==> config.mk <==
export PLATFORM = sky130hd
export DESIGN_NAME = ps2_host_tx
export DESIGN_NICKNAME = d
export VERILOG_FILES = /design/src/rtl/ps2_host_tx.sv
export SDC_FILE = /design/constraint.sdc
export NUM_CORES = 1
export LEC_CHECK = 0
export ABC_AREA = 1
export CAP_MARGIN = 20
export CORE_AREA = 3 3 70 120
export CTS_CLUSTER_SIZE = 10
export DETAILED_ROUTE_END_ITERATION = 7
export DIE_AREA = 0 0 73 123
export PLACE_DENSITY = 0.65
export SLEW_MARGIN = 20
export SYNTH_ARGS = -nofsm -noshare
export SYNTH_HDL_FRONTEND = slang
export SYNTH_SLANG_ARGS = --single-unit
==> constraint.sdc <==
create_clock -name clk_100mhz -period 1.83 [get_ports clk_100mhz]
set_clock_uncertainty 0.2 [all_clocks]
set_input_delay 0.183 -clock clk_100mhz [delete_from_list [all_inputs] [get_ports clk_100mhz]]
set_output_delay 0.183 -clock clk_100mhz [all_outputs]
set_load 0.1 [all_outputs]
==> src/rtl/ps2_host_tx.sv <==
// Host-to-device PS/2 transmitter: inhibits the bus, issues a request-to-send,
// then shifts one command byte out on device clock falling edges and checks the ack.
module ps2_host_tx #(
    parameter int INHIBIT_CYCLES    = 12000,
    parameter int START_CYCLES      = 100,
    parameter int FIRST_CLK_TIMEOUT = 1500000,
    parameter int FRAME_TIMEOUT     = 200000,
    parameter int FILTER_LEN        = 8
) (
    input  logic       clk_100mhz,
    input  logic       rstn_i,
    input  logic [7:0] i_tx_data,
    input  logic       i_tx_stb,
    input  logic       i_ps2_clk,
    input  logic       i_ps2_data,
    output logic       o_ps2_clk_oe,
    output logic       o_ps2_data_oe,
    output logic       o_busy,
    output logic       o_done,
    output logic [1:0] o_err_code,
    output logic       o_rx_inhibit
);

    localparam int TW  = 21;
    localparam int FCW = $clog2(FILTER_LEN + 1);

    localparam logic [TW-1:0]  INH_LAST   = TW'(INHIBIT_CYCLES - 1);
    localparam logic [TW-1:0]  START_LAST = TW'(START_CYCLES - 1);
    localparam logic [TW-1:0]  FIRST_LAST = TW'(FIRST_CLK_TIMEOUT - 1);
    localparam logic [TW-1:0]  FRAME_LAST = TW'(FRAME_TIMEOUT - 1);
    localparam logic [FCW-1:0] FLT_LAST   = FCW'(FILTER_LEN - 1);

    localparam logic [1:0] ERR_OK      = 2'd0;
    localparam logic [1:0] ERR_NO_CLK  = 2'd1;
    localparam logic [1:0] ERR_TIMEOUT = 2'd2;
    localparam logic [1:0] ERR_NO_ACK  = 2'd3;

    typedef enum logic [2:0] {
        S_IDLE,
        S_INHIBIT,
        S_START,
        S_WAIT_CLK,
        S_SHIFT,
        S_STOP,
        S_ACK,
        S_WAIT_IDLE
    } state_t;

    // ---------------- input conditioning ----------------
    logic           clk_meta_q, clk_sync_q, data_meta_q, data_sync_q;
    logic           filt_q, filt_d;
    logic [FCW-1:0] fcnt_q, fcnt_d;
    logic           fall;

    always_ff @(posedge clk_100mhz or negedge rstn_i) begin
        if (!rstn_i) begin
            clk_meta_q  <= 1'b1;
            clk_sync_q  <= 1'b1;
            data_meta_q <= 1'b1;
            data_sync_q <= 1'b1;
            filt_q      <= 1'b1;
            fcnt_q      <= '0;
        end else begin
            clk_meta_q  <= i_ps2_clk;
            clk_sync_q  <= clk_meta_q;
            data_meta_q <= i_ps2_data;
            data_sync_q <= data_meta_q;
            filt_q      <= filt_d;
            fcnt_q      <= fcnt_d;
        end
    end

    // Filtered level flips only after FILTER_LEN consecutive disagreeing samples.
    always_comb begin
        filt_d = filt_q;
        fcnt_d = '0;
        if (clk_sync_q != filt_q) begin
            if (fcnt_q == FLT_LAST) begin
                filt_d = clk_sync_q;
            end else begin
                fcnt_d = fcnt_q + 1'b1;
            end
        end
    end

    assign fall = filt_q & ~filt_d;

    // ---------------- FSM ----------------
    state_t          state_q, state_d;
    logic [TW-1:0]   timer_q, timer_d;
    logic [8:0]      sr_q, sr_d;
    logic            tx_bit_q, tx_bit_d;
    logic [3:0]      cnt_q, cnt_d;
    logic            done_q, done_d;
    logic [1:0]      err_q, err_d;

    always_ff @(posedge clk_100mhz or negedge rstn_i) begin
        if (!rstn_i) begin
            state_q  <= S_IDLE;
            timer_q  <= '0;
            sr_q     <= '0;
            tx_bit_q <= 1'b1;
            cnt_q    <= '0;
            done_q   <= 1'b0;
            err_q    <= ERR_OK;
        end else begin
            state_q  <= state_d;
            timer_q  <= timer_d;
            sr_q     <= sr_d;
            tx_bit_q <= tx_bit_d;
            cnt_q    <= cnt_d;
            done_q   <= done_d;
            err_q    <= err_d;
        end
    end

    logic       fin;
    logic [1:0] fin_code;

    always_comb begin
        state_d  = state_q;
        timer_d  = (timer_q == '1) ? timer_q : timer_q + 1'b1;
        sr_d     = sr_q;
        tx_bit_d = tx_bit_q;
        cnt_d    = cnt_q;
        done_d   = 1'b0;
        err_d    = err_q;
        fin      = 1'b0;
        fin_code = ERR_OK;

        case (state_q)
            S_IDLE: begin
                timer_d = '0;
                // The done cycle still counts as busy, so a strobe there is dropped.
                if (i_tx_stb && !done_q) begin
                    state_d = S_INHIBIT;
                    sr_d    = {~^i_tx_data, i_tx_data};
                    err_d   = ERR_OK;
                end
            end
            S_INHIBIT: begin
                if (timer_q == INH_LAST) begin
                    state_d = S_START;
                    timer_d = '0;
                end
            end
            S_START: begin
                if (timer_q == START_LAST) begin
                    state_d = S_WAIT_CLK;
                    timer_d = '0;
                end
            end
            S_WAIT_CLK: begin
                if (fall) begin
                    state_d  = S_SHIFT;
                    timer_d  = '0;
                    tx_bit_d = sr_q[0];
                    sr_d     = {1'b0, sr_q[8:1]};
                    cnt_d    = 4'd1;
                end else if (timer_q == FIRST_LAST) begin
                    fin      = 1'b1;
                    fin_code = ERR_NO_CLK;
                end
            end
            S_SHIFT: begin
                if (timer_q == FRAME_LAST) begin
                    fin      = 1'b1;
                    fin_code = ERR_TIMEOUT;
                end else if (fall) begin
                    tx_bit_d = sr_q[0];
                    sr_d     = {1'b0, sr_q[8:1]};
                    cnt_d    = cnt_q + 1'b1;
                    // Ninth edge puts parity on the line; hold it until edge 10.
                    if (cnt_q == 4'd8) begin
                        state_d = S_STOP;
                    end
                end
            end
            S_STOP: begin
                if (timer_q == FRAME_LAST) begin
                    fin      = 1'b1;
                    fin_code = ERR_TIMEOUT;
                end else if (fall) begin
                    state_d = S_ACK;
                end
            end
            S_ACK: begin
                if (timer_q == FRAME_LAST) begin
                    fin      = 1'b1;
                    fin_code = ERR_TIMEOUT;
                end else if (fall) begin
                    if (data_sync_q) begin
                        fin      = 1'b1;
                        fin_code = ERR_NO_ACK;
                    end else begin
                        state_d = S_WAIT_IDLE;
                        timer_d = '0;
                    end
                end
            end
            S_WAIT_IDLE: begin
                if (filt_q && data_sync_q) begin
                    fin      = 1'b1;
                    fin_code = ERR_OK;
                end else if (timer_q == FRAME_LAST) begin
                    fin      = 1'b1;
                    fin_code = ERR_TIMEOUT;
                end
            end
            default: state_d = S_IDLE;
        endcase

        if (fin) begin
            state_d = S_IDLE;
            timer_d = '0;
            done_d  = 1'b1;
            err_d   = fin_code;
        end
    end

    // Pin enables decode straight from state so an async reset frees the bus at once.
    always_comb begin
        o_ps2_clk_oe  = (state_q == S_INHIBIT) || (state_q == S_START);
        o_ps2_data_oe = (state_q == S_START) || (state_q == S_WAIT_CLK) ||
                        (((state_q == S_SHIFT) || (state_q == S_STOP)) && !tx_bit_q);
        o_busy        = (state_q != S_IDLE) || done_q;
        o_rx_inhibit  = o_busy || (state_q == S_WAIT_IDLE);
        o_done        = done_q;
        o_err_code    = err_q;
    end

endmodule

# == Word level (Yosys, flattened, before mapping) ==
# Cells that the tools add are included.
# totals
regBits,50
elab_cells,132
output_inout_bits,7
inputBits,13
# classes
n_mux,58
reduce_logical,25
add_sub_neg,3
n_bitwise,2
eq_ne,31
# op_table
operator,n
$mux 21,8
$pmux 21 s5,1
$eq 21x21->1 const B,2
$mux 3,13
$ne 3x3->1 const B,12
$mux 9,3
$pmux 9 s3,1
$add 21x1->21 const B,1
$eq 21x14->1 const B,1
$eq 21x18->1 const B,1
$eq 21x7->1 const B,1
$pmux 3 s7,1
$mux 4,5
$mux 2,8
$mux 1,14
$reduce_and 13->1,1
$eq 3x3->1 const B,4
$add 4x1->4 const B,2
$ne 2x2->1 const B,4
$pmux 2 s4,1
$pmux 4 s2,1
$reduce_bool 8->1,1
$reduce_xnor 8->1,1
$eq 3x2->1 const B,2
18 further kinds,30

# == Depth between registers and ports, before layout ==
# depth
word_depth,10
mapped_depth,12

# == Least setup slack after synthesis ==
# Ideal clock, no wire load.
# synth_path
path_kind,reg-to-output
from,register state_q[0]
to,output o_ps2_data_oe
path_buffers,0
stages_incl_launch_ff,7
slack_ns,-1.540
arrival_ns,2.987
t_required_ns,1.447
path_cell_list,dfrtp_1 -> inv_1 -> ha_1 -> inv_1 -> nand2_1 -> nand2_1 -> o21ai_0
# synth_between
elab_chain_cells,4
elab_cells_between_ends,8
classes_between,4 x eq/ne; 4 x reduce/logical
# synth_rtl
item,line,rtl
from (decl),89,"state_t state_q, state_d;"
from (signal assigned),107,state_q <= state_d;
$eq 3x3->1,225,(((state_q == S_SHIFT) || (state_q == S_STOP)) && !tx_bit_q);
$logic_or 1x1->1,225,
$logic_and 1x1->1,225,
$logic_or 1x1->1 (*),224,o_ps2_data_oe = (state_q == S_START) || (state_q == S_WAIT_CLK) ||
to (decl),17,"output logic o_ps2_data_oe,"
# Every way passes the cells marked *; elsewhere a longest branch is shown, timed or not.

# == Worst setup path in the final report ==
# layout_path
from,register state_q[1]
to,register state_q[2]
# layout_between
elab_chain_cells,5
elab_cells_between_ends,26
classes_between,19 x eq/ne; 3 x mux; 4 x reduce/logical
# layout_rtl
item,line,rtl
$eq 3x3->1,131,case (state_q)
$reduce_or 2->1 (no source line),--,
$pmux 1 s4,131,
$reduce_bool 8->1 (no source line) or $ne 3x3->1 (tied branches),--,
$reduce_and 13->1 (no source line),--,
# Parallel ways exist; a longest one is shown, timed or not.
# A chain may end at the register's enable or synchronous reset.

==> metrics.csv <==
stage;metric;value;unit
clock_network;insertion_delay;0.29;ns
floorplanning;initial_core_util;43.8;%
global_route;grt_max_degree;28;
global_route;track_usage;22.6;%
timing;slew_violations;0;
drt;vias;3387;
drt;avgRoutedWirePerCell;16.0;um
layout;num_antenna_cells;0;
timing;finalSetupTns;-6.65;ns
floorplanning;ios;20;
yosys;synthFlopType;dfrtp_1;
setup_path;path_delay_family;simple AND/OR/NAND/NOR gates;
clock_network;root_buffer;clkbuf_16;
yosys;synth_cell_type_count;40;
layout;layout_commonest_cell;buf_4;
layout;multi_input_area;2210;um2
layout;nets;582;
yosys;synthCells;439;
yosys;syn_avg_cell_area;7.61;um2
layout;fill_cells;583;
clock_network;cts-htree-levels;2;
yosys;synth_edf_count;0;
floorplanning;die_w;73;um
min_path;hp-class;input pin to flop;
place;place_inst;616;
drt;routed_wl;10.4;mm
setup_path;cp.arrival;2.10;ns
layout;drive_above_1_share;46.6;%
power_and_ir_drop;power;0.00708;W
power_and_ir_drop;p_per_area;1380;nW/um2
layout;final_cell_mix;buf_4, nand2_1, inv_1;
power_and_ir_drop;ir_drop;885;uV
drt;ant_nets;0;
place;routabilityCongestion;0.980;
setup_path;slowest_delay;0.47;ns
floorplanning;coreArea;7620;um2
floorplanning;die_height;123;um
timing;rsz0062_at_grt;true;
setup_path;startpoint_type;flop;
timing;final.setup.worst_slack;-0.247;ns
yosys;synth.ff_latch_count;50;
clock_network;ctsLongestPathBuffers;2;
global_route;grt_pass1_wl;15.5;mm
setup_path;path_buf_inv;3;
yosys;synth.largest_area_cell;dfrtp_1;
power_and_ir_drop;leakage;2.44;nW
layout;ff_latch_area;1270;um2
yosys;synthTopCellsByArea;dfrtp_1, nand2_1, nor2_1;
clock_network;cts_tree;done;
setup_path;crit_type;flop to flop;
yosys;synth.top_cell.area_share;33.0;%
drt;drc_errors;0;
setup_path;path_cells;inv_4 -> ha_4 -> inv_4 -> nor2_4 -> buf_4 -> nand2_4 -> nand3_2 -> nor2_4 -> nand3_2 -> nor2_4 -> nand3_1 -> nand2_1;
run;cap_violations;0;
timing;fmax;481;MHz
layout;final_area;5140;um2
floorplanning;die-area;8980;um2
timing;fin_crit_sh;114;%
drt;drtIter0Drc;158;
drt;vias_per_cell;5.21;
setup_path;required;1.85;ns
drt;drtPass1Iterations;4;
clock_network;cts.sinks;50;
global_route;grt_overflow;0;
timing;finalCriticalPeriod;2.08;ns
setup_path;cp_max_fo;4;
yosys;async_flop_share;100;%
place;port_buffers;19;
place;dp_hpwl;6.86;mm
yosys;syn-num-nets;460;
yosys;ys_seq_area_share;37.7;%
layout;final_core_util;67.4;%
setup_path;crit_path_top_delay_cell;dfrtp_2;
timing;setup_viol;43;
global_route;grt_pass1_vias;3394;
floorplanning;fp-row-count;42;
yosys;netlist_area;3340;um2
layout;layout.cells.non_filler;650;
clock_network;clkTransAtPathRegs;0.07;ns
place;placed_area;4310;um2
setup_path;crit_top_cell;nor2_4;
layout;syn_to_final_growth;53.8;%
clock_network;cts_buffers;5;
setup_path;end_kind;flop;
timing;maxSlewHeadroom;69.7;%
status;status;complete, but fails checks;
timing;hold_viol;0;
yosys;yosys_warnings;0;
global_route;antenna_found_initial;0;
timing;worstMarginPinSlew;0.449;ns
status;violations;negative setup slack;
flip-flops by register name, indices dropped and copies added (netlist names):
register,cells
fcnt_q,4
sr_q,9
cnt_q,4
tx_bit_q,1
data_meta_q,1
filt_q,1
clk_meta_q,1
timer_q,21
data_sync_q,1
o_err_code,2
state_q,3
o_done,1
clk_sync_q,1
synthesized netlist by cell type (2+ instances only):
cell,instances
o21ai_1,7
inv_2,5
nand4_1,6
o21ai_0,14
mux2i_1,8
inv_1,55
nand3_2,2
ha_1,8
o21bai_1,2
nand3_1,37
buf_6,5
nand2_1,94
dfrtp_1,44
nor2_1,56
nor2_4,2
xor2_1,13
xnor2_1,7
nor3_1,6
o21ai_2,2
a21oi_1,8
nor3_2,3
nor2_2,25
dfstp_2,6
nand2_2,8
power by group:
part / total, W / switching (W) / internal [W]
clock: 0.00105 / 0.000399 / 0.000647
combinational: 0.00446 / 0.00249 / 0.00197
sequential: 0.00157 / 0.000238 / 0.00133
total: 0.00708 / 0.00313 / 0.00395
worst reg2reg max path, delay by kind of cell (launching register included):
family,cells,cell delay (ns)
simple gates,8,0.89
flops,1,0.47
buf+inv,3,0.28
fa+ha+maj,1,0.17
kinds of logic after synthesis:
group                    after synthesis  synth area share (%)
AO/OA/AOI/OAI                         40                  7.87
XOR/XNOR                              20                  5.25
adder cells (fa/ha/maj)                8                  3.00
buffers and inverters                 66                  8.58
flip-flops                            50                  37.7
multiplexers                           8                  2.40
AND/OR/NAND/NOR                      247                  35.2
per-layer routing:
metal  track usage (%)  vias up  share of wire (%)
met5                 0        -                  0
met4              15.2        0                7.3
met3              3.01       55                2.5
met2              43.0       91                 56
met1              21.5     1606                 34
li1                  -     1635                  -
through the flow:
step           setup WS, ns  hold slack, ns
2_1_floorplan       -0.0485          -0.313
3_3_place_gp         -0.214          0.0121
3_5_place_dp         -0.217         0.00131
4_1_cts              -0.194          0.0988
5_1_grt              -0.285           0.103
6_report             -0.247          0.0997
path summary, 6_finish.rpt:
check / cells after the start / slack (ns) / endpoint / start
worst max-delay path: 12 / -0.25 / state_q[2] / state_q[1]
worst min-delay path: 1 / 0.1 / data_meta_q / i_ps2_data
worst max register to register: 12 / -0.25 / state_q[2] / state_q[1]
worst min register to register: 0 / 0.16 / clk_sync_q / clk_meta_q
max in group asynchronous: 3 / 0.85 / data_sync_q / rstn_i
min in group asynchronous: 3 / 0.26 / o_done / rstn_i
layout make-up:
cell class                      instances  share of cell area, %
Timing Repair Buffer                  121                   22.4
Clock inverter                          1                  0.585
Multi-Input combinational cell        323                   42.9
Sequential cell                        50                   24.7
Clock buffer                            7                   2.58
Tap cell                               88                   2.14
Inverter                               60                   4.63
what timing repair did:
item,in CTS,in global routing
gates cloned,3,3
buffers inserted,15,7
endpoints found under the hold margin,47,0
endpoints found under the setup margin,45,45
pin swaps,19,29
resized for setup,62,72
hold buffers,1,0
Note: power is estimated with default switching activity, not from simulation.
